**config.mk**
```make
export PLATFORM = sky130hd
export DESIGN_NAME = mux_nch_rr_flat
export DESIGN_NICKNAME = d
export VERILOG_FILES = /design/src/rtl/mux_nch_rr_if.sv /design/src/rtl/mux_nch_rr.sv /design/src/flat_wrapper.sv
export SDC_FILE = /design/constraint.sdc
export NUM_CORES = 1
export LEC_CHECK = 0
export CORE_MARGIN = 2
export CORE_UTILIZATION = 40
export DETAILED_ROUTE_END_ITERATION = 6
export PLACE_DENSITY_LB_ADDON = 0.08
export SLEW_MARGIN = 5
export SYNTH_ARGS = -nofsm -noshare
export SYNTH_HDL_FRONTEND = slang
export SYNTH_SLANG_ARGS = --single-unit
export TNS_END_PERCENT = 20
```
**constraint.sdc**
```tcl
create_clock -name clk -period 2.01 [get_ports clk]
set_input_delay 0.402 -clock clk [delete_from_list [all_inputs] [get_ports clk]]
set_output_delay 0.402 -clock clk [all_outputs]
set_load 0.02 [all_outputs]
```
**src/rtl/mux_nch_rr_if.sv**
```systemverilog
// Handshake/bus bundle for mux_nch_rr: NCH producer lanes in, one registered
// consumer lane out. The master side drives the lanes and downstream ready.
interface mux_nch_rr_if #(
  parameter int WIDTH = 2,
  parameter int NCH   = 4
);
  localparam int SELW = $clog2(NCH);

  logic                   mode;
  logic [SELW-1:0]        sel;
  logic [NCH*WIDTH-1:0]   data_in;
  logic [NCH-1:0]         valid_in;
  logic [NCH-1:0]         ready_out;
  logic                   ready_in;
  logic [WIDTH-1:0]       data_out;
  logic                   valid_out;
  logic [SELW-1:0]        ch_out;

  modport master (
    output mode, sel, data_in, valid_in, ready_in,
    input  ready_out, data_out, valid_out, ch_out
  );

  modport slave (
    input  mode, sel, data_in, valid_in, ready_in,
    output ready_out, data_out, valid_out, ch_out
  );
endinterface

```
**src/rtl/mux_nch_rr.sv**
```systemverilog
// Registered N-channel multiplexer with valid/ready handshake.
// mode=0 picks the lane named by sel; mode=1 arbitrates round-robin from an
// internal pointer that advances past each granted lane (explicit wrap).
module mux_nch_rr #(
  parameter int WIDTH = 2,
  parameter int NCH   = 4
) (
  input  logic          clk,
  input  logic          reset,
  mux_nch_rr_if.slave   bus
);
  localparam int SELW = $clog2(NCH);

  logic [WIDTH-1:0] data_q, data_d;
  logic             valid_q, valid_d;
  logic [SELW-1:0]  ch_q, ch_d;
  logic [SELW-1:0]  ptr_q, ptr_d;

  logic             load_s;
  logic             gnt_vld_s;
  logic [SELW-1:0]  gnt_idx_s;
  logic             xfer_s;
  logic [NCH-1:0]   ready_s;
  int               cand_s;

  // The output register can take a word when empty or being drained this cycle.
  assign load_s = !valid_q || bus.ready_in;
  assign xfer_s = load_s && gnt_vld_s;

  // Grant selection: direct lookup of sel, or first valid lane scanning from ptr.
  always_comb begin
    gnt_vld_s = 1'b0;
    gnt_idx_s = '0;
    cand_s    = 0;
    if (bus.mode == 1'b0) begin
      if (int'(bus.sel) < NCH) begin
        if (bus.valid_in[bus.sel]) begin
          gnt_vld_s = 1'b1;
          gnt_idx_s = bus.sel;
        end else begin
          gnt_vld_s = 1'b0;
        end
      end else begin
        gnt_vld_s = 1'b0;
      end
    end else begin
      for (int i = 0; i < NCH; i++) begin
        cand_s = int'(ptr_q) + i;
        if (cand_s >= NCH) begin
          cand_s = cand_s - NCH;
        end else begin
          cand_s = cand_s;
        end
        if (!gnt_vld_s && bus.valid_in[SELW'(cand_s)]) begin
          gnt_vld_s = 1'b1;
          gnt_idx_s = SELW'(cand_s);
        end else begin
          gnt_vld_s = gnt_vld_s;
        end
      end
    end
  end

  // One-hot ready back to the granted lane only; silent while in reset.
  always_comb begin
    ready_s = '0;
    if (gnt_vld_s && reset) begin
      ready_s[gnt_idx_s] = load_s;
    end else begin
      ready_s = '0;
    end
  end

  // Next-state for output register and arbitration pointer.
  always_comb begin
    data_d  = data_q;
    valid_d = valid_q;
    ch_d    = ch_q;
    ptr_d   = ptr_q;
    if (xfer_s) begin
      data_d  = bus.data_in[int'(gnt_idx_s)*WIDTH +: WIDTH];
      ch_d    = gnt_idx_s;
      valid_d = 1'b1;
      if (bus.mode == 1'b1) begin
        if (gnt_idx_s == SELW'(NCH-1)) begin
          ptr_d = '0;
        end else begin
          ptr_d = gnt_idx_s + SELW'(1);
        end
      end else begin
        ptr_d = ptr_q;
      end
    end else if (load_s) begin
      valid_d = 1'b0;
    end else begin
      valid_d = valid_q;
    end
  end

  // State registers; reset discards any held word and rewinds the pointer.
  always_ff @(posedge clk or negedge reset) begin
    if (!reset) begin
      data_q  <= '0;
      valid_q <= 1'b0;
      ch_q    <= '0;
      ptr_q   <= '0;
    end else begin
      data_q  <= data_d;
      valid_q <= valid_d;
      ch_q    <= ch_d;
      ptr_q   <= ptr_d;
    end
  end

  assign bus.ready_out = ready_s;
  assign bus.data_out  = data_q;
  assign bus.valid_out = valid_q;
  assign bus.ch_out    = ch_q;
endmodule
```
**src/flat_wrapper.sv**
```systemverilog
// flat-port wrapper written by rule: the top's interface ports become plain ports
module mux_nch_rr_flat 
#(
  parameter int WIDTH = 2,
  parameter int NCH   = 4
)
  (clk, reset, bus_mode, bus_sel, bus_data_in, bus_valid_in, bus_ready_in, bus_ready_out, bus_data_out, bus_valid_out, bus_ch_out);
  mux_nch_rr_if #(.WIDTH(WIDTH), .NCH(NCH)) bus_i ();
  input  logic clk;
  input  logic reset;
  input wire logic [$bits(bus_i.mode)-1:0] bus_mode;
  input wire logic [$bits(bus_i.sel)-1:0] bus_sel;
  input wire logic [$bits(bus_i.data_in)-1:0] bus_data_in;
  input wire logic [$bits(bus_i.valid_in)-1:0] bus_valid_in;
  input wire logic [$bits(bus_i.ready_in)-1:0] bus_ready_in;
  output wire logic [$bits(bus_i.ready_out)-1:0] bus_ready_out;
  output wire logic [$bits(bus_i.data_out)-1:0] bus_data_out;
  output wire logic [$bits(bus_i.valid_out)-1:0] bus_valid_out;
  output wire logic [$bits(bus_i.ch_out)-1:0] bus_ch_out;
  assign bus_i.mode = bus_mode;
  assign bus_i.sel = bus_sel;
  assign bus_i.data_in = bus_data_in;
  assign bus_i.valid_in = bus_valid_in;
  assign bus_i.ready_in = bus_ready_in;
  assign bus_ready_out = bus_i.ready_out;
  assign bus_data_out = bus_i.data_out;
  assign bus_valid_out = bus_i.valid_out;
  assign bus_ch_out = bus_i.ch_out;
  mux_nch_rr #(.WIDTH(WIDTH), .NCH(NCH)) u_core (.clk(clk), .reset(reset), .bus(bus_i));
endmodule
```
==> impl_summary.txt <==
----------------------------------------------------
[CTS]
  CTS tree ... done
  Clock Sinks ... 7
  H-tree lvl count ... 1
  Clk slew on worst S/H paths ... 0.05 ns
  Clock Tree Root ... sky130_fd_sc_hd__clkbuf_4
  Hold buffer count at CTS ... 0
  Largest buffer count on any clock path ... 2
  Clock insertion delay at the later pin of the skew report ... 0.26 ns
  Number of buffers created by CTS ... 3

[Pwr]
  Peak supply drop ... between 0.4 and 0.5 mV
  Fraction of power spent switching nets ... 38.9%
  Power share of the clock group ... between 10% and 20%
  Switching power summed over all nets ... 0.359 mW
  Standby leakage power ... 0.511 nW
  Internal power ... 0.562 mW
  Share of power burned in combinational logic ... 59.5%
  Relative contribution of sequential cells to total power ... a little over a quarter
  Ratio of total power to cell area ... 765 mW/mm^2

[GRT]
  Pin count of the biggest net entering global routing ... 11
  Number of antenna violations at the first check in global routing ... 0
  Vias in the first global route ... 743
  Gr ovfl total ... 0
  Overall Global Routing Usage ... 24.1%
  Wire length of the first global-routing pass ... 3.37 mm

[Die]
  Die ar. ... 0.00192 sq mm
  Width of the chip ... 43.8 um
  Die Height ... 43.8 um
  Num rows ... 14
  Floorplan Core Area ... approximately 0.0015 sq mm
  Effective utilization at floorplan ... 42.5%
  Count of pins on the block boundary ... 27

[Layout]
  Syn-to-layout area delta ... 90.1%
  Footprint of the multi-input gates ... 534 sq um
  Sequential cell area in the final layout ... 178 sq um
  Final std cells w/o fill ... ~140
  Diode insertion count for antenna repair ... 0
  FILL cells ... 99
  Most common library cell in the layout ignoring fill and taps ... sky130_fd_sc_hd__buf_4
  Post-route design area ... roughly 0.0012 sq mm
  Layout cells sized above 1 ... 56.2%
  Top library cells by usage in the layout, fill and taps aside ... 26 x sky130_fd_sc_hd__buf_4, 15 x sky130_fd_sc_hd__clkdlybuf4s50_1, 8 x sky130_fd_sc_hd__nand2_1, 5 x sky130_fd_sc_hd__dfrtp_1
  Final layout net count ... 141

[Worst setup path]
  Cell type group with the largest total delay on the critical path ... flip-flops
  Endpoint class of the critical path ... output port
  Dominant cell type by count on the critical path ... sky130_fd_sc_hd__buf_6
  Data required time of the worst path ... 1.61 ns
  Startpoint kind of the worst setup timing path ... register
  Largest incremental delay on the critical path ... ~0.46 ns
  Maximum fanout along the worst path ... 6
  Start point of the critical path ... u_core.ptr_q[1]$_DFFE_PN0P_
  Number of buffers and inverters on the critical path ... 2
  Worst setup path category ... reg2out
  Cells traversed along the worst timing path ... buf_6 -> nand2_1 -> o221ai_4 -> o21ai_4 -> ha_4 -> and3_4 -> buf_6
  Slowest cell on the critical path ... sky130_fd_sc_hd__dfrtp_2
  Critical Path AT ... 1.86 ns
  Reg2Reg Launch Point ... u_core.ptr_q[1]$_DFFE_PN0P_
  Register-to-Register Setup Slack ... between 0.15 and 0.2 ns

[Routing]
  Avg Vias per Cell ... about 5.6
  WL/cell ... 15.2 um
  Initial DRT Pass Iterations ... 4
  Via Count ... 764
  Drt initial violations ... 20
  Final routed DRC violation total ... 0
  Number of nets with antenna violations after detailed routing ... 0
  Final routed wirelength across all metal layers ... just over 2 mm

[Timing]
  Achievable frequency ... 0.443 GHz
  Min Clock Period, post-route ... 2.26 ns
  Setup TNS after final layout ... -1.15 ns
  Final setup violation count ... 6
  Transition at the pin with the smallest max-transition slack ... 0.290 ns
  Slew headroom ... 80.6%
  Final Skew ... slightly above 0.001 ns
  Unrepaired setup endpoints after global routing ... yes
  Final setup slack of the worst path ... -0.248 ns
  Hold Worst Slack ... 0.467 ns
  Final Hold Viols ... 0
  Slew Limit Fails ... 0
  Share of the clock period used by the worst path after layout ... 112%

[Yosys]
  Share of synthesized area occupied by flip-flops and latches ... 27.7%
  Synthesized instance count ... 68
  Multiplexer share of the synthesized area ... 13.4%
  Synth Area in Compound Gates ... 21.7%
  Number of unique standard cell types used by synthesis ... 35
  Area share of and/or/nand/nor cells after synthesis ... 29.8%
  Area of the mapped netlist ... 633 sq um
  Ys Warns ... 0
  Top cells by area, synth ... sky130_fd_sc_hd__dfrtp_1 28%, sky130_fd_sc_hd__a221oi_1 5.5%, sky130_fd_sc_hd__mux2_2 5.3%
  Syn Nets ... 87
  Flop and latch count out of synthesis ... 7
  Main combinational cell family by area after synthesis ... simple AND/OR/NAND/NOR gates
  Avg Cell Area, Syn ... about 9.3 sq um
  Area fraction of the dominant cell type after synthesis ... 27.7%
  Cell type with the largest total area after synthesis ... sky130_fd_sc_hd__dfrtp_1
  Xor/xnor cell area share of the yosys netlist ... 0%
  Arithmetic-cell share of the synthesized area counting full adders, half adders and majority gates ... 1.98%

[Status]
  Status ... finished with violations
  Violated checks ... negative setup slack

[Placed design]
  Placed cells ... roughly 120
  HPWL after DPL ... between 1 and 1.5 mm
  Placement Cell Area ... 0.00100 sq mm
  Routability congestion estimate from global placement ... 0.809
  Number of buffer cells added on primary ports ... 26
  Pre-CTS WS ... -1.05 ns

[Hold path]
  Path category of the worst min-delay check ... in2async

[Run]
  Max-cap violation count ... 0

----------------------------------------------------
==> cells in the mapped netlist <==
| cell | n |
|---|---|
| sky130_fd_sc_hd__a21oi_1 | 2 |
| sky130_fd_sc_hd__a221oi_1 | 4 |
| sky130_fd_sc_hd__a31oi_1 | 1 |
| sky130_fd_sc_hd__and2_2 | 4 |
| sky130_fd_sc_hd__and3_1 | 1 |
| sky130_fd_sc_hd__and4b_1 | 1 |
| sky130_fd_sc_hd__buf_4 | 1 |
| sky130_fd_sc_hd__buf_6 | 1 |
| sky130_fd_sc_hd__dfrtp_1 | 7 |
| sky130_fd_sc_hd__ha_1 | 1 |
| sky130_fd_sc_hd__inv_1 | 3 |
| sky130_fd_sc_hd__inv_2 | 1 |
| sky130_fd_sc_hd__mux2_2 | 3 |
| sky130_fd_sc_hd__mux2_4 | 1 |
| sky130_fd_sc_hd__mux2i_1 | 1 |
| sky130_fd_sc_hd__mux4_1 | 1 |
| sky130_fd_sc_hd__nand2_1 | 8 |
| sky130_fd_sc_hd__nand2b_1 | 3 |
| sky130_fd_sc_hd__nand3_1 | 1 |
| sky130_fd_sc_hd__nand3b_1 | 3 |
| sky130_fd_sc_hd__nor2_1 | 3 |
| sky130_fd_sc_hd__nor2b_1 | 1 |
| sky130_fd_sc_hd__nor3_1 | 1 |
| sky130_fd_sc_hd__nor4_1 | 2 |
| sky130_fd_sc_hd__nor4b_1 | 1 |
| sky130_fd_sc_hd__o2111ai_1 | 1 |
| sky130_fd_sc_hd__o21a_1 | 1 |
| sky130_fd_sc_hd__o21ai_0 | 1 |
| sky130_fd_sc_hd__o21ai_4 | 1 |
| sky130_fd_sc_hd__o221ai_2 | 1 |
| sky130_fd_sc_hd__o311a_2 | 1 |
| sky130_fd_sc_hd__o31ai_1 | 3 |
| sky130_fd_sc_hd__or2_1 | 1 |
| sky130_fd_sc_hd__or2_4 | 1 |
| sky130_fd_sc_hd__or4_1 | 1 |
==> kinds of logic after synthesis <==
group           Yosys count
fa+ha+maj                 1
compound gates           16
buf+inv                   6
flops                     7
simple gates             32
mux                       6
==> area by class of cell <==
class / count / area share, %
Sequential cell: 7 / 14.8
Clock buffer: 4 / 2.18
Timing Repair Buffer: 51 / 35.6
Tap cell: 16 / 1.66
Multi-Input combinational cell: 55 / 44.4
Inverter: 4 / 1.46
==> sequential cells by signal, indices dropped and copies added (netlist names) <==
| signal | cells |
|---|---|
| u_core.bus.ch_out | 2 |
| u_core.bus.data_out | 2 |
| u_core.bus.valid_out | 1 |
| u_core.ptr_q | 2 |
==> stage by stage <==
step | total power [mW] | utilization [%]
5_1_grt | 0.973 | 80.8
3_3_place_gp | 0.632 | 67.5
4_1_cts | 0.890 | 80.2
6_report | 0.921 | 80.8
3_5_place_dp | 0.646 | 67.5
2_1_floorplan | 0.471 | -
==> repair_timing <==
item	CTS	global route
gates cloned	0	0
setup endpoints to repair	9	6
gates resized for setup	71	1
endpoints found under the hold margin	0	0
pin swaps	12	1
setup buffers	11	1
==> final timing paths <==
path                                                            to  depth (start not counted)
worst max-delay path                              bus_ready_out[3]                          7
worst max register to register  u_core.bus.data_out[0]$_DFFE_PN0P_                          8
worst min-delay path              u_core.bus.ch_out[1]$_DFFE_PN0P_                          2
max in group asynchronous              u_core.ptr_q[0]$_DFFE_PN0P_                          2
min in group clk                u_core.bus.data_out[0]$_DFFE_PN0P_                          2
worst min register to register  u_core.bus.data_out[0]$_DFFE_PN0P_                          2
==> routing by layer <==
metal  wire, um  up-vias  GRT usage (%)
met3        124        6           3.33
met2       1070       40           38.8
met4         49        0           12.7
met5          0        -              0
li1           -      367              -
met1        830      351           31.0
==> power groups by stage <==
stage / Combinational (mW) / Clock, mW / Sequential (mW)
global placement: 0.400 / 0 / 0.231
global route: 0.585 / 0.142 / 0.246
finish: 0.548 / 0.133 / 0.240
CTS: 0.524 / 0.128 / 0.238
floorplan: 0.228 / 0 / 0.243
detailed placement: 0.409 / 0 / 0.238
(Power assumes the default switching activity.)
